[src/rtl/des_job_injector_pkg.sv]
// Shared constants and types for the DES mesh job injector.
// Holds the channel width, the header field map, the packet lengths,
// the job payload struct, both FSM state enums and a header builder.
package des_job_injector_pkg;

    localparam int unsigned CHANNEL_WIDTH = 32;
    localparam int unsigned ADDR_FIELD    = 4;

    // Header layout: flag at the MSB, then dest X/Y and src X/Y nibbles at the bottom
    localparam int unsigned HEADER_FLAG   = 31;
    localparam int unsigned DEST_X_LSB    = 12;
    localparam int unsigned DEST_Y_LSB    = 8;
    localparam int unsigned SRC_X_LSB     = 4;
    localparam int unsigned SRC_Y_LSB     = 0;

    localparam int unsigned JOB_FLITS     = 5;
    localparam int unsigned RESULT_FLITS  = 3;
    localparam int unsigned FLIT_IDX_W    = 3;

    typedef logic [CHANNEL_WIDTH-1:0]   flit_t;
    typedef logic [2*CHANNEL_WIDTH-1:0] block_t;
    typedef logic [ADDR_FIELD-1:0]      addr_t;

    typedef struct packed {
        addr_t  dest_x;
        addr_t  dest_y;
        block_t plaintext;
        block_t key;
    } job_t;

    typedef enum logic {
        TX_IDLE = 1'b0,
        TX_SEND = 1'b1
    } tx_state_e;

    typedef enum logic [1:0] {
        RX_IDLE = 2'd0,
        RX_HI   = 2'd1,
        RX_LO   = 2'd2
    } rx_state_e;

    // Build a header flit from destination and source coordinates
    function automatic flit_t make_header(addr_t dx, addr_t dy, addr_t sx, addr_t sy);
        flit_t h;
        h = '0;
        h[HEADER_FLAG]                 = 1'b1;
        h[DEST_X_LSB +: ADDR_FIELD]    = dx;
        h[DEST_Y_LSB +: ADDR_FIELD]    = dy;
        h[SRC_X_LSB  +: ADDR_FIELD]    = sx;
        h[SRC_Y_LSB  +: ADDR_FIELD]    = sy;
        return h;
    endfunction

endpackage

[src/rtl/des_job_injector_if.sv]
// Host job handshake, router channel and result bus of the job injector.
// master: host/router side (drives jobs, credits and incoming flits).
// slave : the injector (drives ready, outgoing flits, credits and results).
interface des_job_injector_if;
    import des_job_injector_pkg::*;

    logic   job_valid_din;
    logic   job_ready_dout;
    addr_t  dest_x_din;
    addr_t  dest_y_din;
    block_t plaintext_din;
    block_t key_din;

    flit_t  channel_dout;
    logic   credit_in_din;
    flit_t  channel_din;
    logic   credit_out_dout;

    logic   result_valid_dout;
    block_t ciphertext_dout;
    addr_t  result_src_x_dout;
    addr_t  result_src_y_dout;

    modport master (
        output job_valid_din, dest_x_din, dest_y_din, plaintext_din, key_din,
        output credit_in_din, channel_din,
        input  job_ready_dout, channel_dout, credit_out_dout,
        input  result_valid_dout, ciphertext_dout, result_src_x_dout, result_src_y_dout
    );

    modport slave (
        input  job_valid_din, dest_x_din, dest_y_din, plaintext_din, key_din,
        input  credit_in_din, channel_din,
        output job_ready_dout, channel_dout, credit_out_dout,
        output result_valid_dout, ciphertext_dout, result_src_x_dout, result_src_y_dout
    );

endinterface

[src/rtl/des_job_injector_credit_counter.sv]
// Saturating credit counter for a credit-flow-controlled router channel.
// Ports: clk, reset (async, active-high); inc = credit returned, dec = flit sent;
// ok_to_start_c = enough credits (counting this cycle's return) for a whole packet.
module credit_counter #(
    parameter int unsigned DEPTH = 5,
    parameter int unsigned NEED  = 5
) (
    input  logic clk,
    input  logic reset,
    input  logic inc,
    input  logic dec,
    output logic ok_to_start_c
);

    localparam int unsigned CNT_W = $clog2(DEPTH + 1);
    localparam int unsigned SUM_W = CNT_W + 1;

    logic [CNT_W-1:0] count_q;
    logic [CNT_W-1:0] count_d;
    logic [SUM_W-1:0] avail_c;
    logic [SUM_W-1:0] sum_c;

    // Next count: add the returned credit, remove the sent flit, clip at DEPTH
    always_comb begin
        avail_c = SUM_W'(count_q) + SUM_W'(inc);
        sum_c   = avail_c - SUM_W'(dec);
        count_d = (sum_c > SUM_W'(DEPTH)) ? CNT_W'(DEPTH) : sum_c[CNT_W-1:0];
    end

    // A credit arriving this cycle already frees a slot for the flit sent at this edge
    assign ok_to_start_c = (avail_c >= SUM_W'(NEED));

    always_ff @(posedge clk or posedge reset) begin
        if (reset) begin
            count_q <= CNT_W'(DEPTH);
        end else begin
            count_q <= count_d;
        end
    end

endmodule

[src/rtl/des_job_injector.sv]
// Host-side DES mesh injector: sends 5-flit job packets over a credit-flow
// channel and collects 3-flit result packets for the host.
// Ports: clk, reset (async, active-high), bus (slave modport): job handshake
// and fields, outgoing channel with credit input, incoming channel with
// credit output, result strobe with ciphertext and producing node.
module des_job_injector
    import des_job_injector_pkg::*;
#(
    parameter int unsigned X_LOCAL      = 0,
    parameter int unsigned Y_LOCAL      = 0,
    parameter int unsigned BUFFER_DEPTH = 5
) (
    input  logic               clk,
    input  logic               reset,
    des_job_injector_if.slave  bus
);

    localparam addr_t                 SRC_X    = ADDR_FIELD'(X_LOCAL);
    localparam addr_t                 SRC_Y    = ADDR_FIELD'(Y_LOCAL);
    localparam logic [FLIT_IDX_W-1:0] LAST_IDX = FLIT_IDX_W'(JOB_FLITS - 1);

    tx_state_e              tx_state_q, tx_state_d;
    logic [FLIT_IDX_W-1:0]  tx_idx_q, tx_idx_d;
    job_t                   job_q, job_d;
    logic                   job_ready_q, job_ready_d;
    flit_t                  channel_q, channel_d;
    logic                   flit_sent_c;
    logic                   ok_to_start_c;

    rx_state_e              rx_state_q, rx_state_d;
    addr_t                  rx_src_x_q, rx_src_x_d;
    addr_t                  rx_src_y_q, rx_src_y_d;
    flit_t                  ct_hi_q, ct_hi_d;
    logic                   credit_out_q, credit_out_d;
    logic                   result_valid_q, result_valid_d;
    block_t                 ciphertext_q, ciphertext_d;
    addr_t                  res_src_x_q, res_src_x_d;
    addr_t                  res_src_y_q, res_src_y_d;

    credit_counter #(
        .DEPTH (BUFFER_DEPTH),
        .NEED  (JOB_FLITS)
    ) u_credit_counter (
        .clk           (clk),
        .reset         (reset),
        .inc           (bus.credit_in_din),
        .dec           (flit_sent_c),
        .ok_to_start_c (ok_to_start_c)
    );

    // Transmit: latch a job, wait for a full packet of credits, then stream 5 flits
    always_comb begin
        tx_state_d  = tx_state_q;
        tx_idx_d    = tx_idx_q;
        job_d       = job_q;
        job_ready_d = job_ready_q;
        channel_d   = '0;
        flit_sent_c = 1'b0;
        case (tx_state_q)
            TX_IDLE: begin
                job_ready_d = 1'b1;
                if (bus.job_valid_din && job_ready_q) begin
                    job_d = '{dest_x:    bus.dest_x_din,
                              dest_y:    bus.dest_y_din,
                              plaintext: bus.plaintext_din,
                              key:       bus.key_din};
                    job_ready_d = 1'b0;
                    tx_state_d  = TX_SEND;
                    tx_idx_d    = '0;
                    // Header can leave on the accepting edge so it shows in the next cycle
                    if (ok_to_start_c) begin
                        channel_d   = make_header(job_d.dest_x, job_d.dest_y, SRC_X, SRC_Y);
                        flit_sent_c = 1'b1;
                        tx_idx_d    = FLIT_IDX_W'(1);
                    end
                end
            end
            TX_SEND: begin
                job_ready_d = 1'b0;
                flit_sent_c = 1'b1;
                tx_idx_d    = tx_idx_q + FLIT_IDX_W'(1);
                case (tx_idx_q)
                    FLIT_IDX_W'(0): begin
                        if (ok_to_start_c) begin
                            channel_d = make_header(job_q.dest_x, job_q.dest_y, SRC_X, SRC_Y);
                        end else begin
                            flit_sent_c = 1'b0;
                            tx_idx_d    = tx_idx_q;
                        end
                    end
                    FLIT_IDX_W'(1): channel_d = job_q.plaintext[CHANNEL_WIDTH +: CHANNEL_WIDTH];
                    FLIT_IDX_W'(2): channel_d = job_q.plaintext[0 +: CHANNEL_WIDTH];
                    FLIT_IDX_W'(3): channel_d = job_q.key[CHANNEL_WIDTH +: CHANNEL_WIDTH];
                    default: begin
                        channel_d = job_q.key[0 +: CHANNEL_WIDTH];
                        if (tx_idx_q >= LAST_IDX) begin
                            tx_state_d  = TX_IDLE;
                            tx_idx_d    = '0;
                            job_ready_d = 1'b1;
                        end
                    end
                endcase
            end
            default: begin
                tx_state_d  = TX_IDLE;
                job_ready_d = 1'b1;
            end
        endcase
    end

    // Receive: header -> ciphertext hi -> ciphertext lo; every consumed flit returns a credit
    always_comb begin
        rx_state_d     = rx_state_q;
        rx_src_x_d     = rx_src_x_q;
        rx_src_y_d     = rx_src_y_q;
        ct_hi_d        = ct_hi_q;
        credit_out_d   = 1'b0;
        result_valid_d = 1'b0;
        ciphertext_d   = ciphertext_q;
        res_src_x_d    = res_src_x_q;
        res_src_y_d    = res_src_y_q;
        case (rx_state_q)
            RX_IDLE: begin
                // Stray non-header flits are still consumed so the router gets its slot back
                if (bus.channel_din != '0) begin
                    credit_out_d = 1'b1;
                    if (bus.channel_din[HEADER_FLAG]) begin
                        rx_src_x_d = bus.channel_din[SRC_X_LSB +: ADDR_FIELD];
                        rx_src_y_d = bus.channel_din[SRC_Y_LSB +: ADDR_FIELD];
                        rx_state_d = RX_HI;
                    end
                end
            end
            RX_HI: begin
                // Body flits follow the header back-to-back, so a zero word is still data
                credit_out_d = 1'b1;
                ct_hi_d      = bus.channel_din;
                rx_state_d   = RX_LO;
            end
            RX_LO: begin
                credit_out_d   = 1'b1;
                ciphertext_d   = {ct_hi_q, bus.channel_din};
                res_src_x_d    = rx_src_x_q;
                res_src_y_d    = rx_src_y_q;
                result_valid_d = 1'b1;
                rx_state_d     = RX_IDLE;
            end
            default: rx_state_d = RX_IDLE;
        endcase
    end

    // State and output registers
    always_ff @(posedge clk or posedge reset) begin
        if (reset) begin
            tx_state_q     <= TX_IDLE;
            tx_idx_q       <= '0;
            job_q          <= '0;
            job_ready_q    <= 1'b1;
            channel_q      <= '0;
            rx_state_q     <= RX_IDLE;
            rx_src_x_q     <= '0;
            rx_src_y_q     <= '0;
            ct_hi_q        <= '0;
            credit_out_q   <= 1'b0;
            result_valid_q <= 1'b0;
            ciphertext_q   <= '0;
            res_src_x_q    <= '0;
            res_src_y_q    <= '0;
        end else begin
            tx_state_q     <= tx_state_d;
            tx_idx_q       <= tx_idx_d;
            job_q          <= job_d;
            job_ready_q    <= job_ready_d;
            channel_q      <= channel_d;
            rx_state_q     <= rx_state_d;
            rx_src_x_q     <= rx_src_x_d;
            rx_src_y_q     <= rx_src_y_d;
            ct_hi_q        <= ct_hi_d;
            credit_out_q   <= credit_out_d;
            result_valid_q <= result_valid_d;
            ciphertext_q   <= ciphertext_d;
            res_src_x_q    <= res_src_x_d;
            res_src_y_q    <= res_src_y_d;
        end
    end

    assign bus.job_ready_dout    = job_ready_q;
    assign bus.channel_dout      = channel_q;
    assign bus.credit_out_dout   = credit_out_q;
    assign bus.result_valid_dout = result_valid_q;
    assign bus.ciphertext_dout   = ciphertext_q;
    assign bus.result_src_x_dout = res_src_x_q;
    assign bus.result_src_y_dout = res_src_y_q;

endmodule

[src/flat_wrapper.sv]
// flat-port wrapper written by rule: the top's interface ports become plain ports
module des_job_injector_flat import des_job_injector_pkg::*;
#(
    parameter int unsigned X_LOCAL      = 0,
    parameter int unsigned Y_LOCAL      = 0,
    parameter int unsigned BUFFER_DEPTH = 5
)
  (clk, reset, bus_job_valid_din, bus_dest_x_din, bus_dest_y_din, bus_plaintext_din, bus_key_din, bus_credit_in_din, bus_channel_din, bus_job_ready_dout, bus_channel_dout, bus_credit_out_dout, bus_result_valid_dout, bus_ciphertext_dout, bus_result_src_x_dout, bus_result_src_y_dout);
  des_job_injector_if bus_i ();
  input  logic clk;
  input  logic reset;
  input wire logic [$bits(bus_i.job_valid_din)-1:0] bus_job_valid_din;
  input wire logic [$bits(bus_i.dest_x_din)-1:0] bus_dest_x_din;
  input wire logic [$bits(bus_i.dest_y_din)-1:0] bus_dest_y_din;
  input wire logic [$bits(bus_i.plaintext_din)-1:0] bus_plaintext_din;
  input wire logic [$bits(bus_i.key_din)-1:0] bus_key_din;
  input wire logic [$bits(bus_i.credit_in_din)-1:0] bus_credit_in_din;
  input wire logic [$bits(bus_i.channel_din)-1:0] bus_channel_din;
  output wire logic [$bits(bus_i.job_ready_dout)-1:0] bus_job_ready_dout;
  output wire logic [$bits(bus_i.channel_dout)-1:0] bus_channel_dout;
  output wire logic [$bits(bus_i.credit_out_dout)-1:0] bus_credit_out_dout;
  output wire logic [$bits(bus_i.result_valid_dout)-1:0] bus_result_valid_dout;
  output wire logic [$bits(bus_i.ciphertext_dout)-1:0] bus_ciphertext_dout;
  output wire logic [$bits(bus_i.result_src_x_dout)-1:0] bus_result_src_x_dout;
  output wire logic [$bits(bus_i.result_src_y_dout)-1:0] bus_result_src_y_dout;
  assign bus_i.job_valid_din = bus_job_valid_din;
  assign bus_i.dest_x_din = bus_dest_x_din;
  assign bus_i.dest_y_din = bus_dest_y_din;
  assign bus_i.plaintext_din = bus_plaintext_din;
  assign bus_i.key_din = bus_key_din;
  assign bus_i.credit_in_din = bus_credit_in_din;
  assign bus_i.channel_din = bus_channel_din;
  assign bus_job_ready_dout = bus_i.job_ready_dout;
  assign bus_channel_dout = bus_i.channel_dout;
  assign bus_credit_out_dout = bus_i.credit_out_dout;
  assign bus_result_valid_dout = bus_i.result_valid_dout;
  assign bus_ciphertext_dout = bus_i.ciphertext_dout;
  assign bus_result_src_x_dout = bus_i.result_src_x_dout;
  assign bus_result_src_y_dout = bus_i.result_src_y_dout;
  des_job_injector #(.X_LOCAL(X_LOCAL), .Y_LOCAL(Y_LOCAL), .BUFFER_DEPTH(BUFFER_DEPTH)) u_core (.clk(clk), .reset(reset), .bus(bus_i));
endmodule
[config.mk]
export PLATFORM = sky130hd
export DESIGN_NAME = des_job_injector_flat
export DESIGN_NICKNAME = d
export VERILOG_FILES = /design/src/rtl/des_job_injector_pkg.sv /design/src/rtl/des_job_injector_if.sv /design/src/rtl/des_job_injector_credit_counter.sv /design/src/rtl/des_job_injector.sv /design/src/flat_wrapper.sv
export SDC_FILE = /design/constraint.sdc
export NUM_CORES = 1
export LEC_CHECK = 0
export BUFFER_PORTS_ARGS = -buffer_cell sky130_fd_sc_hd__buf_2
export CORE_UTILIZATION = 36
export CTS_CLUSTER_DIAMETER = 150
export DETAILED_ROUTE_END_ITERATION = 8
export GPL_TIMING_DRIVEN = 0
export HOLD_SLACK_MARGIN = 0.12
export PLACE_DENSITY = 0.57
export SLEW_MARGIN = 5
export SYNTH_ARGS = -nofsm -noshare
export SYNTH_HDL_FRONTEND = slang
export SYNTH_HIERARCHICAL = 1
export SYNTH_SLANG_ARGS = --single-unit
[constraint.sdc]
create_clock -name clk -period 9.2 [get_ports clk]
set_input_delay 1.84 -clock clk [delete_from_list [all_inputs] [get_ports clk]]
set_output_delay 1.84 -clock clk [all_outputs]
set_load 0.01 [all_outputs]
==> flow_summary.json <==
{
  "layout.area.seq_mm2": 0.007311,
  "synth_xor_xnor_area_share_pct": 0.3490,
  "synth_edf_count": 0,
  "cap_viol_max_count": 0,
  "synthToLayoutAreaGrowth_pct": 26.04,
  "highest_clock_frequency_the_design_can_meet_mhz": 240.3,
  "drive_above_1_share_pct": 34.37,
  "pwr_density_cell_mw_per_mm2": 355.4,
  "synth-seq-area-share_pct": 61.80,
  "ctsResizeCount": 0,
  "yosys.area_share.simple_pct": 16.38,
  "route.detailed.vias_per_inst": 4.767,
  "cts-buffers-inserted": 31,
  "starting_density_pct": 36.45,
  "routed-via-count": 9024,
  "required_ns": 9.67,
  "grt_antenna_before_repair": 2,
  "cts_max_level": 1,
  "core.rowCount": 66,
  "synth-compound-area-share_pct": 6.029,
  "detailedRoute.firstPassIterationCount": 5,
  "tritoncts_clock_tree": "built",
  "rsz_0062_raised_after_global_routing": "false",
  "first_pass_grt_wire_length_um": 49960,
  "postSynthAreaPerCell_um2": 10.69,
  "postSynthNetCount": 1293,
  "via_count_of_the_first_global_routing_pass": 8985,
  "p_int_mw": 3.442,
  "setup_viol_count_final": 0,
  "clk_latency_ns": 0.55,
  "synth_mux_area_share_pct": 10.66,
  "cts_hold_buffers": 0,
  "pre_cts_slack_ns": 4.512,
  "tightest_slew_ns": 0.7423,
  "finalHoldViolCount": 0,
  "synth_cell_type_count": 41,
  "ir_drop_uv": 163.4,
  "holdPathStages": 2,
  "fin_setup_tns_ns": 0,
  "chipWidth_um": 183.3,
  "cp_max_fo": 4,
  "drt_iter0_drc": 543,
  "total_switching_power_mw": 1.858,
  "critPathCaptureType": "flop",
  "overall_die_area_mm2": 0.03359,
  "postSynthRegisterBits": 292,
  "power.share.switching_pct": 35.05,
  "globalRoute.totalOverflow": 0,
  "crit_path_category": "input port to flop",
  "core_area_mm2": 0.03245,
  "power_frac_seq_pct": 41.8,
  "synth_top_family_by_area": "simple AND/OR/NAND/NOR gates",
  "power.combinational.fraction_pct": 35.9,
  "finalWeightedCongestion": 0.7880,
  "antenna_violating_nets_post_route": 0,
  "layout_setup_ws_ns": 5.038,
  "power.static_leakage_nw": 7.675,
  "period_share_pct": 45.24,
  "cts_buffer_depth": 3,
  "signal_arrival_time_at_the_worst_endpoint_ns": 4.63,
  "clock_sink_count": 292,
  "drc_errors": 0,
  "multi_input_comb_area_mm2": 0.004129,
  "post_synthesis_adder_cell_area_fraction_pct": 1.481,
  "clkTransAtPathRegs_ns": 0.06,
  "detailed_place_hpwl_um": 24030,
  "grt_max_degree": 41,
  "ys_async_sr_fraction_pct": 100.0,
  "timing.max_slew.rel_slack_pct": 50.52,
  "chipHeight_um": 183.3,
  "track_usage_pct": 19.07,
  "io_pins": 279,
  "holdCritPathClass": "flop to flop",
  "port-buffer-count": 278,
  "slew_viols_final": 0,
  "number_of_setup_buffers_added_after_cts": 0,
  "crit_path_start_kind": "input port",
  "ff2ff_path_depth": 12,
  "syn_area_mm2": 0.01183,
  "routed_wirelength_normalized_by_instance_count_um": 17.09,
  "clock_power_share_pct": 22.3,
  "skew_ns": 0.01084,
  "finish.net_count": 1612,
  "n_fill_cell": 3168,
  "run_status": "finished clean",
  "syn_inst": 1107,
  "count_of_warnings_emitted_by_yosys": 6,
  "top_reg_cell_synth": "dfrtp_1",
  "finalWirelength_um": 32350,
  "min_period_ns": 4.162,
  "cts.root.buffer_cell": "clkbuf_16"
}
cell families after synthesis:
family | count (synthesis)
AND/OR/NAND/NOR | 501
flip-flops | 292
multiplexers | 112
AO/OA/AOI/OAI | 106
buffers and inverters | 79
adder cells (fa/ha/maj) | 14
XOR/XNOR | 3
stage by stage:
step                power [mW]  instances  cell area [um2]  util [%]  hold WS [ns]
floorplan                3.436       1107            11830         -        0.4404
global placement         4.092       1827            13780     42.46        0.4574
detailed placement       4.149       1835            13940     42.95        0.4571
CTS                      5.358       1891            14910     45.93        0.4765
global route             5.669       1892            14910     45.94        0.4868
finish                   5.300       1893            14910     45.94        0.4737
state kept, by name (all words and copies together), names as in the netlist:
signal	flops
u_core/bus.channel_dout	32
u_core/rx_src_x_q	4
u_core/bus.result_valid_dout	1
u_core/bus.credit_out_dout	1
u_core/bus.job_ready_dout	1
u_core/rx_src_y_q	4
u_core/tx_state_q	1
u_core/bus.result_src_x_dout	4
u_core/u_credit_counter/count_q	3
u_core/ct_hi_q	32
u_core/rx_state_q	2
u_core/bus.ciphertext_dout	64
u_core/job_q	136
u_core/tx_idx_q	3
u_core/bus.result_src_y_dout	4
cells in the final DEF (no fill, tap or decap), drive strengths merged, types with 8 or more instances in the layout:
cell type | Yosys | layout
nand2 | 431 | 431
buf | 48 | 334
dfrtp | 289 | 289
mux2 | 112 | 112
clkbuf | 16 | 68
nor2 | 50 | 50
a21oi | 40 | 40
o21ai | 26 | 26
a222oi | 23 | 23
ha | 14 | 14
inv | 15 | 14
a22oi | 8 | 8
nor4 | 8 | 8
final cells by class:
type	count	area share, %
Antenna cell	2	0.03357
Buffer	64	2.240
Clock buffer	52	6.335
Clock inverter	4	0.1510
Inverter	15	0.4028
Multi-Input combinational cell	736	27.69
Sequential cell	292	49.03
Tap cell	442	3.709
Timing Repair Buffer	286	10.41
cells in the mapped netlist, types with 2 or more instances:
cell type,n,share of area [%]
nand2_1,431,14
buf_2,36,1.5
inv_2,2,0.063
a222oi_1,23,1.9
dfrtp_1,289,61
inv_1,13,0.41
o21ai_1,2,0.085
o31ai_1,2,0.13
o21ai_0,24,1.0
a211oi_1,2,0.13
nor2_1,50,1.6
clkbuf_1,16,0.51
a21oi_1,39,1.6
a22oi_1,8,0.51
nand3_1,2,0.085
mux2_2,111,11
dfstp_2,3,0.67
nor4_1,8,0.42
buf_4,11,0.70
ha_1,14,1.5
worst max-delay path, stage by stage:
cell and delay (ns):
buf_2 0.11, ha_1 0.21, ha_1 0.32, o21ai_0 0.18, o21ai_0 0.21, nand2b_1 0.25, o21ai_0 0.26, nand2_1 0.12
ha_1 0.24, ha_1 0.18, xor3_1 0.38, a211oi_1 0.25, o21ai_1 0.10
power groups by stage:
stage,sequential (mW),clock [mW],combinational [mW]
2_1_floorplan,2.28,0,1.16
3_3_place_gp,2.22,0,1.87
3_5_place_dp,2.23,0,1.92
4_1_cts,2.21,1.22,1.92
5_1_grt,2.28,1.27,2.12
6_report,2.21,1.18,1.90
worst paths after layout:
path | start | to | slack [ns]
setup / recovery | bus_credit_in_din | u_core/u_credit_counter/count_q[0] | 5.04
hold / removal | u_core/job_q[42] | u_core/job_q[42] | 0.47
setup reg to reg | u_core/u_credit_counter/count_q[0] | u_core/u_credit_counter/count_q[0] | 6.03
hold reg to reg | u_core/job_q[42] | u_core/job_q[42] | 0.47
max in group asynchronous | reset | u_core/job_q[25] | 6.76
min in group asynchronous | reset | u_core/u_credit_counter/count_q[1] | 1.19
metal layers:
layer	routed length, um	up-vias	part of all wire, %	track usage [%]
met2	15010	327	46	31.41
li1	-	4283	-	-
met5	12	-	0.037	0
met1	14450	4360	45	25.86
met3	2132	52	6.6	3.376
met4	743	2	2.3	5.167
Note: power is estimated with default switching activity, not from simulation.
